### config.mk
export PLATFORM = sky130hd
export DESIGN_NAME = vga_timing_gen
export DESIGN_NICKNAME = d
export VERILOG_FILES = /design/src/rtl/vga_pkg.sv /design/src/rtl/vga_axis_counter.sv /design/src/rtl/vga_timing_gen.sv
export SDC_FILE = /design/constraint.sdc
export NUM_CORES = 1
export LEC_CHECK = 0
export ABC_AREA = 0
export CAP_MARGIN = 10
export CORE_MARGIN = 1.5
export CORE_UTILIZATION = 45
export DETAILED_ROUTE_END_ITERATION = 16
export GPL_ROUTABILITY_DRIVEN = 0
export PLACE_DENSITY = 0.73
export SLEW_MARGIN = 25
export SYNTH_ARGS = -nofsm -noshare
export SYNTH_HDL_FRONTEND = slang
export SYNTH_SLANG_ARGS = --single-unit
### constraint.sdc
create_clock -name clk -period 1.8 [get_ports clk]
set_input_delay 0.27 -clock clk [delete_from_list [all_inputs] [get_ports clk]]
set_output_delay 0.27 -clock clk [all_outputs]
set_load 0.03 [all_outputs]
### src/rtl/vga_pkg.sv
// Shared VGA raster types and the default 640x480@60 timing (50 MHz clock, /2 divider).
package vga_pkg;

  localparam int unsigned VGA_H_ACTIVE = 640;
  localparam int unsigned VGA_H_FRONT  = 16;
  localparam int unsigned VGA_H_SYNC   = 96;
  localparam int unsigned VGA_H_BACK   = 48;
  localparam int unsigned VGA_V_ACTIVE = 480;
  localparam int unsigned VGA_V_FRONT  = 10;
  localparam int unsigned VGA_V_SYNC   = 2;
  localparam int unsigned VGA_V_BACK   = 33;
  localparam bit          VGA_H_SYNC_POL = 1'b0;
  localparam bit          VGA_V_SYNC_POL = 1'b0;
  localparam int unsigned VGA_PIX_DIV  = 2;
  localparam int unsigned VGA_COUNT_W  = 10;

  typedef struct packed {
    int unsigned active;
    int unsigned front;
    int unsigned sync;
    int unsigned back;
    logic        pol;
  } vga_axis_t;

  localparam vga_axis_t VGA_H_AXIS = '{active: VGA_H_ACTIVE, front: VGA_H_FRONT,
                                       sync: VGA_H_SYNC, back: VGA_H_BACK,
                                       pol: VGA_H_SYNC_POL};

  function automatic int unsigned axis_total(input vga_axis_t a);
    return a.active + a.front + a.sync + a.back;
  endfunction

endpackage

### src/rtl/vga_axis_counter.sv
// One raster axis: position counter with wrap flag and combinational sync/active decode.
module vga_axis_counter
  import vga_pkg::*;
#(
  parameter vga_axis_t   AXIS    = VGA_H_AXIS,
  parameter int unsigned COUNT_W = VGA_COUNT_W
) (
  input  logic               clk,
  input  logic               reset_n,
  input  logic               step,
  output logic [COUNT_W-1:0] count,
  output logic               wrap,
  output logic               sync_lvl,
  output logic               active
);

  localparam int unsigned        TOTAL    = axis_total(AXIS);
  localparam logic [COUNT_W-1:0] LAST     = COUNT_W'(TOTAL - 1);
  localparam logic [COUNT_W-1:0] ACT_END  = COUNT_W'(AXIS.active);
  localparam logic [COUNT_W-1:0] SYNC_BEG = COUNT_W'(AXIS.active + AXIS.front);
  localparam logic [COUNT_W-1:0] SYNC_END = COUNT_W'(AXIS.active + AXIS.front + AXIS.sync);

  logic [COUNT_W-1:0] count_q, count_d;

  always_comb begin
    count_d = count_q;
    if (step) begin
      count_d = wrap ? '0 : count_q + 1'b1;
    end
  end

  always_ff @(posedge clk) begin
    if (!reset_n) begin
      count_q <= '0;
    end else begin
      count_q <= count_d;
    end
  end

  assign count  = count_q;
  assign wrap   = (count_q == LAST);
  assign active = (count_q < ACT_END);
  // Half-open sync window gives exactly AXIS.sync units of assertion.
  assign sync_lvl = ((count_q >= SYNC_BEG) && (count_q < SYNC_END)) ? AXIS.pol : ~AXIS.pol;

endmodule

### src/rtl/vga_timing_gen.sv
// VGA raster timing generator: pixel divider, h/v counters and registered sync/position/strobe outputs.
module vga_timing_gen
  import vga_pkg::*;
#(
  parameter int unsigned H_ACTIVE   = VGA_H_ACTIVE,
  parameter int unsigned H_FRONT    = VGA_H_FRONT,
  parameter int unsigned H_SYNC     = VGA_H_SYNC,
  parameter int unsigned H_BACK     = VGA_H_BACK,
  parameter int unsigned V_ACTIVE   = VGA_V_ACTIVE,
  parameter int unsigned V_FRONT    = VGA_V_FRONT,
  parameter int unsigned V_SYNC     = VGA_V_SYNC,
  parameter int unsigned V_BACK     = VGA_V_BACK,
  parameter bit          H_SYNC_POL = VGA_H_SYNC_POL,
  parameter bit          V_SYNC_POL = VGA_V_SYNC_POL,
  parameter int unsigned PIX_DIV    = VGA_PIX_DIV,
  parameter int unsigned COUNT_W    = VGA_COUNT_W
) (
  input  logic               clk,
  input  logic               reset_n,
  input  logic               enable,
  output logic               pix_tick,
  output logic               h_sync,
  output logic               v_sync,
  output logic               video_on,
  output logic [COUNT_W-1:0] x_loc,
  output logic [COUNT_W-1:0] y_loc,
  output logic               line_start,
  output logic               frame_start
);

  localparam int unsigned H_TOTAL = H_ACTIVE + H_FRONT + H_SYNC + H_BACK;
  localparam int unsigned V_TOTAL = V_ACTIVE + V_FRONT + V_SYNC + V_BACK;
  localparam int unsigned DIV_W   = (PIX_DIV > 1) ? $clog2(PIX_DIV) : 1;
  localparam logic [DIV_W-1:0] DIV_LAST = DIV_W'(PIX_DIV - 1);

  localparam vga_axis_t H_AXIS = '{active: H_ACTIVE, front: H_FRONT, sync: H_SYNC,
                                   back: H_BACK, pol: H_SYNC_POL};
  localparam vga_axis_t V_AXIS = '{active: V_ACTIVE, front: V_FRONT, sync: V_SYNC,
                                   back: V_BACK, pol: V_SYNC_POL};

  if (PIX_DIV == 0 || H_ACTIVE == 0 || H_FRONT == 0 || H_SYNC == 0 || H_BACK == 0 ||
      V_ACTIVE == 0 || V_FRONT == 0 || V_SYNC == 0 || V_BACK == 0) begin : g_zero_param
    $error("vga_timing_gen: PIX_DIV and every width/porch must be nonzero");
  end
  if (64'(H_TOTAL) > (64'd1 << COUNT_W) || 64'(V_TOTAL) > (64'd1 << COUNT_W)) begin : g_width
    $error("vga_timing_gen: H_TOTAL/V_TOTAL do not fit in COUNT_W bits");
  end

  logic [DIV_W-1:0]   div_q, div_d;
  logic               tick;
  logic [COUNT_W-1:0] h_cnt, v_cnt;
  logic               h_wrap, v_wrap;
  logic               h_sync_lvl, v_sync_lvl, h_act, v_act;

  logic [COUNT_W-1:0] x_q, x_d, y_q, y_d;
  logic               hs_q, hs_d, vs_q, vs_d, video_q, video_d;
  logic               ls_q, ls_d, fs_q, fs_d;

  assign tick = enable && (div_q == DIV_LAST);

  always_comb begin
    div_d = div_q;
    if (enable) begin
      div_d = (div_q == DIV_LAST) ? '0 : div_q + 1'b1;
    end
  end

  vga_axis_counter #(.AXIS(H_AXIS), .COUNT_W(COUNT_W)) u_h_axis (
    .clk      (clk),
    .reset_n  (reset_n),
    .step     (tick),
    .count    (h_cnt),
    .wrap     (h_wrap),
    .sync_lvl (h_sync_lvl),
    .active   (h_act)
  );

  vga_axis_counter #(.AXIS(V_AXIS), .COUNT_W(COUNT_W)) u_v_axis (
    .clk      (clk),
    .reset_n  (reset_n),
    .step     (tick && h_wrap),
    .count    (v_cnt),
    .wrap     (v_wrap),
    .sync_lvl (v_sync_lvl),
    .active   (v_act)
  );

  // Outputs capture the pre-increment position, so they trail the counters by one tick.
  always_comb begin
    x_d     = x_q;
    y_d     = y_q;
    hs_d    = hs_q;
    vs_d    = vs_q;
    video_d = video_q;
    ls_d    = 1'b0;
    fs_d    = 1'b0;
    if (tick) begin
      x_d     = h_cnt;
      y_d     = v_cnt;
      hs_d    = h_sync_lvl;
      vs_d    = v_sync_lvl;
      video_d = h_act && v_act;
      ls_d    = (h_cnt == '0);
      fs_d    = (h_cnt == '0) && (v_cnt == '0);
    end
  end

  always_ff @(posedge clk) begin
    if (!reset_n) begin
      div_q   <= '0;
      x_q     <= '0;
      y_q     <= '0;
      hs_q    <= ~H_SYNC_POL;
      vs_q    <= ~V_SYNC_POL;
      video_q <= 1'b0;
      ls_q    <= 1'b0;
      fs_q    <= 1'b0;
    end else begin
      div_q   <= div_d;
      x_q     <= x_d;
      y_q     <= y_d;
      hs_q    <= hs_d;
      vs_q    <= vs_d;
      video_q <= video_d;
      ls_q    <= ls_d;
      fs_q    <= fs_d;
    end
  end

  assign pix_tick    = tick;
  assign h_sync      = hs_q;
  assign v_sync      = vs_q;
  assign video_on    = video_q;
  assign x_loc       = x_q;
  assign y_loc       = y_q;
  assign line_start  = ls_q;
  assign frame_start = fs_q;

endmodule

; ---- Word-level counts from Yosys, hierarchy flattened
; Cells that the tools add are included.
[word_totals]
reg_bits = 46
wordCells = 35
out_inout_bits = 26
[classes]
n_lt_le_gt_ge = 6
addsub = 3
reduce_logical = 9
n_mux = 5
n_eq_ne = 2
[op_table]
columns = op, n
row1 = $add A10 B1 Y10 const B, 2
row2 = $eq A10 B10 Y1 const B, 2
row3 = $logic_not A10 Y1, 2
row4 = $lt A10 B10 Y1 const B, 2
row5 = $lt A10 B9 Y1 const B, 2
row6 = $mux W10, 2
row7 = $ge A10 B10 Y1 const B, 1
row8 = $ge A10 B9 Y1 const B, 1
row9 = $logic_and A1 B1 Y1, 6
row10 = $mux W1, 3
row11 = $reduce_and A2 Y1, 1
row12 = $add A1 B1 Y1 const B, 1

; ---- Logic depth before layout (Yosys ltp)
; Gate-level depths: netlist of the first run.
[logic_depth]
depth_word = 3
depth_mapped = 6

; ---- By module
; Synthesis of the first run repeated with hierarchy kept, for this count alone.
[unflattened]
hier_cells = 235
area_unflattened_um2 = 2037.0
[modules_own_cells]
columns = module, area_per_inst_um2, cells_per_inst, n_inst, seq_area_each_um2
row1 = vga_timing_gen, 982.2, 114, 1, 520.5
row2 = vga_axis_counter at u_h_axis, 530.5, 62, 1, 200.2
row3 = vga_axis_counter at u_v_axis, 524.3, 59, 1, 200.2

; ---- Worst setup path before layout of the first run
; Ideal clock, no wire load.
[synth_path]
path_kind = register to register
from = register u_h_axis.count_q[0], in the netlist u_h_axis.count[0]
to = register u_v_axis.count_q[7], in the netlist u_v_axis.count[7]
setup_ns = 0.072
t_required_ns = 1.728
path_stages_with_launch = 7
n_path_buf = 1
arrival_ns = 1.801
synth_period_minus_slack_ns = 1.873
setup_slack_ns = -0.073
cell_sequence = dfxtp_1 -> ha_1 -> nand4bb_1 -> buf_2 -> or4_4 -> or3_1 -> a21oi_1
[synth_via]
elab_chain_cells = 2
[synth_rtl]
columns = item, line_no
row1 = "start, declared", vga_axis_counter.sv:23  ; logic [COUNT_W-1:0] count_q, count_d;
row2 = "start signal, assigned", vga_axis_counter.sv:36  ; count_q <= count_d;
row3 = $eq A10 B10 Y1, vga_axis_counter.sv:41  ; assign wrap = (count_q == LAST);
row4 = $logic_and A1 B1 Y1, vga_timing_gen.sv:81  ; .step (tick && h_wrap),
row5 = "end signal, assigned", vga_axis_counter.sv:36
row6 = "end, declared", vga_axis_counter.sv:23
; Every way passes these cells.
; A chain may end at the register's enable or synchronous reset.

; ---- Final worst setup path of the first run
[layout_path]
from = register u_h_axis.count_q[1], in the netlist u_h_axis.count[1]
to = register u_v_axis.count_q[7], in the netlist u_v_axis.count[7]
; The elaborated chain is that of the path after synthesis.

==> results of run 1 <==
-- layer usage --
metal	part of all wire (%)	track usage (%)
met1	50	26.25
met2	44	32.70
met3	4.2	4.329
met4	1.8	8.333
met5	0	0
-- logic make-up (layout without fill, tap and decap cells) --
family                     Yosys count  count (layout)  share of synthesized area (%)
AOI/OAI and AO/OA                   34              34                          11.72
and+or+nand+nor                    123             123                          28.29
adders and majority gates            4               4                          2.481
xor gates and xnor gates            15              15                          6.514
DFF                                 46              46                          45.66
buffers and inverters               25              76                          5.334
-- through the flow --
stage | std cells | cell area, um^2 | hold WS [ns] | power, uW | setup slack, ns
finish | 350 | 2674 | 0.4648 | 1810 | 0.03723
global route | 350 | 2674 | 0.4895 | 1868 | -0.005722
CTS | 350 | 2664 | 0.4692 | 1824 | 0.04171
detailed placement | 342 | 2556 | 0.4574 | 1179 | -0.2371
global placement | 342 | 2556 | 0.4514 | 1177 | -0.1884
floorplan | 247 | 2037 | 0.4032 | 1121 | 0.002672
-- cells in the mapped netlist, types with 4 or more instances --
library cell / instances / area [um^2]
clkbuf_1: 14 / 52.55
ha_1: 4 / 50.05
nand3_1: 9 / 45.04
xnor2_1: 12 / 105.1
nor2_1: 23 / 86.33
dfxtp_1: 46 / 920.9
nor4_1: 9 / 56.30
or3_1: 4 / 25.02
a21boi_0: 20 / 150.1
nor3_1: 6 / 30.03
inv_1: 6 / 22.52
nand2_1: 56 / 210.2
nand4_1: 6 / 37.54
-- tightest hold or removal path, stage by stage (launching register included) --
cell	delay, ns
dfxtp_1	0.31
nand2_1	0.04
a21boi_0	0.06
-- area by class of cell --
| class | count | share of cell area [%] |
|---|---|---|
| inverters | 7 | 0.9827 |
| multi-input cells | 176 | 38.42 |
| repair buffers | 61 | 20.12 |
| well taps | 52 | 2.433 |
| clock buffers | 7 | 3.229 |
| clock inverters | 1 | 0.1872 |
| flip-flops and latches | 46 | 34.63 |
-- flip-flops by register name (all words and copies together) (netlist names) --
register,cells
div_q,1
frame_start,1
v_sync,1
u_h_axis.count,10
y_loc,10
video_on,1
u_v_axis.count,10
x_loc,10
h_sync,1
line_start,1
-- how the worst max path moves through the flow --
| stage | cells past startpoint | start | end |
|---|---|---|---|
| finish | 5 | u_h_axis.count[1] | u_v_axis.count[7] |
| CTS | 5 | u_h_axis.count[4] | frame_start |
| detailed placement | 6 | enable | frame_start |
| global placement | 6 | enable | frame_start |
| global route | 5 | u_h_axis.count[1] | u_v_axis.count[7] |
| floorplan | 6 | u_h_axis.count[1] | u_v_axis.count[7] |
-- power by group through the flow --
| stage | Combinational [uW] | Sequential [uW] | Clock (uW) |
|---|---|---|---|
| 5_1_grt | 134 | 1030 | 701 |
| 3_3_place_gp | 121 | 1060 | 0 |
| 4_1_cts | 123 | 1030 | 669 |
| 6_report | 123 | 1030 | 654 |
| 2_1_floorplan | 58.6 | 1060 | 0 |
| 3_5_place_dp | 122 | 1060 | 0 |
==> key figures, run 1 <==
Outcome
  • Status: finished clean

CTS
  • Clock latency on the worst-skew pair: 0.30 ns
  • Resize count post-CTS: 1
  • TritonCTS clock tree: built
  • Post-CTS Hold Buffers: 0
  • CTS Root Cell: clkbuf_8
  • H-Tree Depth: 2
  • Longest Clk Path Bufs: 2
  • CTS Sinks: 46
  • Num CTS Buffers: 5
  • Clk pin slew, worst setup/hold paths: 0.09 ns
  • Setup bufs post-CTS: 0

Pwr
  • Gate power share: 6.8%
  • Net Sw Frac: 23.20%
  • Pleak: 0.0009316 uW
  • Int Power: 1390 uW
  • Sequential Power Share: 57.0%
  • Clock power share: 36.2%
  • Pwr Density: 676.9 nW/um^2
  • Switching power total: 419.8 uW
  • Worst vdd ir: 416.5 uV

Cells and area
  • Antenna diode count: 0
  • Area Growth Syn to Fin: 32.57%
  • Footprint of the multi-input gates: 1027 um^2
  • # fillers: 409
  • Most common cell after layout, fill and taps aside: nand2_1
  • Final core occ: 61.83%
  • Nets: 304
  • FF/Latch Area: 925.9 um^2
  • Share of cells above drive strength 1: 16.44%
  • Most frequent cells in the layout: 56 x nand2_1, 44 x dfxtp_1, 33 x buf_4

Drt
  • Total number of vias: 1,800
  • Drt total wl: 4.477 mm
  • Avg WL per Cell: 12.79 um
  • Vias/cell: 5.143
  • Post-route DRC: 0
  • Routed Antenna Nets: 0
  • First-pass DRT Iterations: 4
  • First DRT Iteration DRCs: 92

Job
  • Max Cap Viol: 0

Synthesis
  • Syn_nets: 254
  • Netlist cell types: 34
  • Yosys warns: 0
  • Post-synthesis instance area: 2017 um^2
  • Post-synth top flop: dfxtp_1
  • Seq/Total Area, Yosys: 45.66%
  • Post-Syn Instances: 247
  • #FFs+latches synth: 46
  • Post-synth EDFFs: 0
  • Mean Syn Cell Area: 8.166 um^2
  • FFs w/ async S/R, synth: 0%

Global routing
  • Total global-route track usage: 20.23%
  • GRT overflow: 0
  • Global-route wire length before repair: 7.997 mm
  • Vias in the first global route: 1,774
  • Largest net degree at the start of global routing: 15
  • Initial antenna violation count: 0

Critical path
  • Crit path required time: 2.04 ns
  • CP Class: register to register
  • Crit-path cells: ha_4 > nand4bb_4 > or4_4 > or3_1 > a21oi_2
  • Setup crit end kind: register
  • Largest delay share family, worst path: simple AND/OR/NAND/NOR gates
  • Slowest-stage cell, CP: or4_4
  • Reg2reg start: u_h_axis.count[1]
  • Flop2flop setup slack: 0.04 ns
  • RR Endpoint: u_v_axis.count[7]
  • Startpoint types: register
  • WP buf/inv: 0
  • Worst r2r path cells: 5
  • Worst Path Arrival: 2.00 ns
  • Slowest stage delay, CP: 0.57 ns
  • Max FO, Critical Path: 4

Timing
  • Slew HR: 76.98%
  • Endpoints failing setup: 0
  • Final Hold Fails: 0
  • Final Max Tran Viols: 0
  • Min Tclk post-route: 1.763 ns
  • Layout Skew: 0.005780 ns
  • Setup TNS: 0 ns
  • Fin crit share: 97.93%
  • Slew @ Worst Pin: 0.3422 ns
  • FMAX: 567.3 MHz

Floorplanning
  • Die height: 69.95 um
  • # rows: 24
  • Ports: 29
  • Die Width: 69.95 um
  • Core area: 4324 um^2
  • Full die area: 4893 um^2
  • Initial Utilization: 46.64%

Hold path
  • Min-delay src: y_loc[9]
  • Hold path depth: 2
  • HP Class: register to register
  • Hold worst-path end: y_loc[9]

Placement
  • DP HPWL: 3.277 mm
  • Port Buffers: 28
No activity file was read; power rests on OpenSTA's default activity.
==> run 2: changes to the inputs <==
--- a/config.mk
+++ b/config.mk
@@ -5,8 +5,6 @@
 export SDC_FILE = /design/constraint.sdc
 export NUM_CORES = 1
 export LEC_CHECK = 0
-export ABC_AREA = 0
-export CAP_MARGIN = 10
 export CORE_MARGIN = 1.5
 export CORE_UTILIZATION = 45
 export DETAILED_ROUTE_END_ITERATION = 16
==> results of run 2 <==
Same layout as run 1: the final DEF is identical, and so are final timing and power.
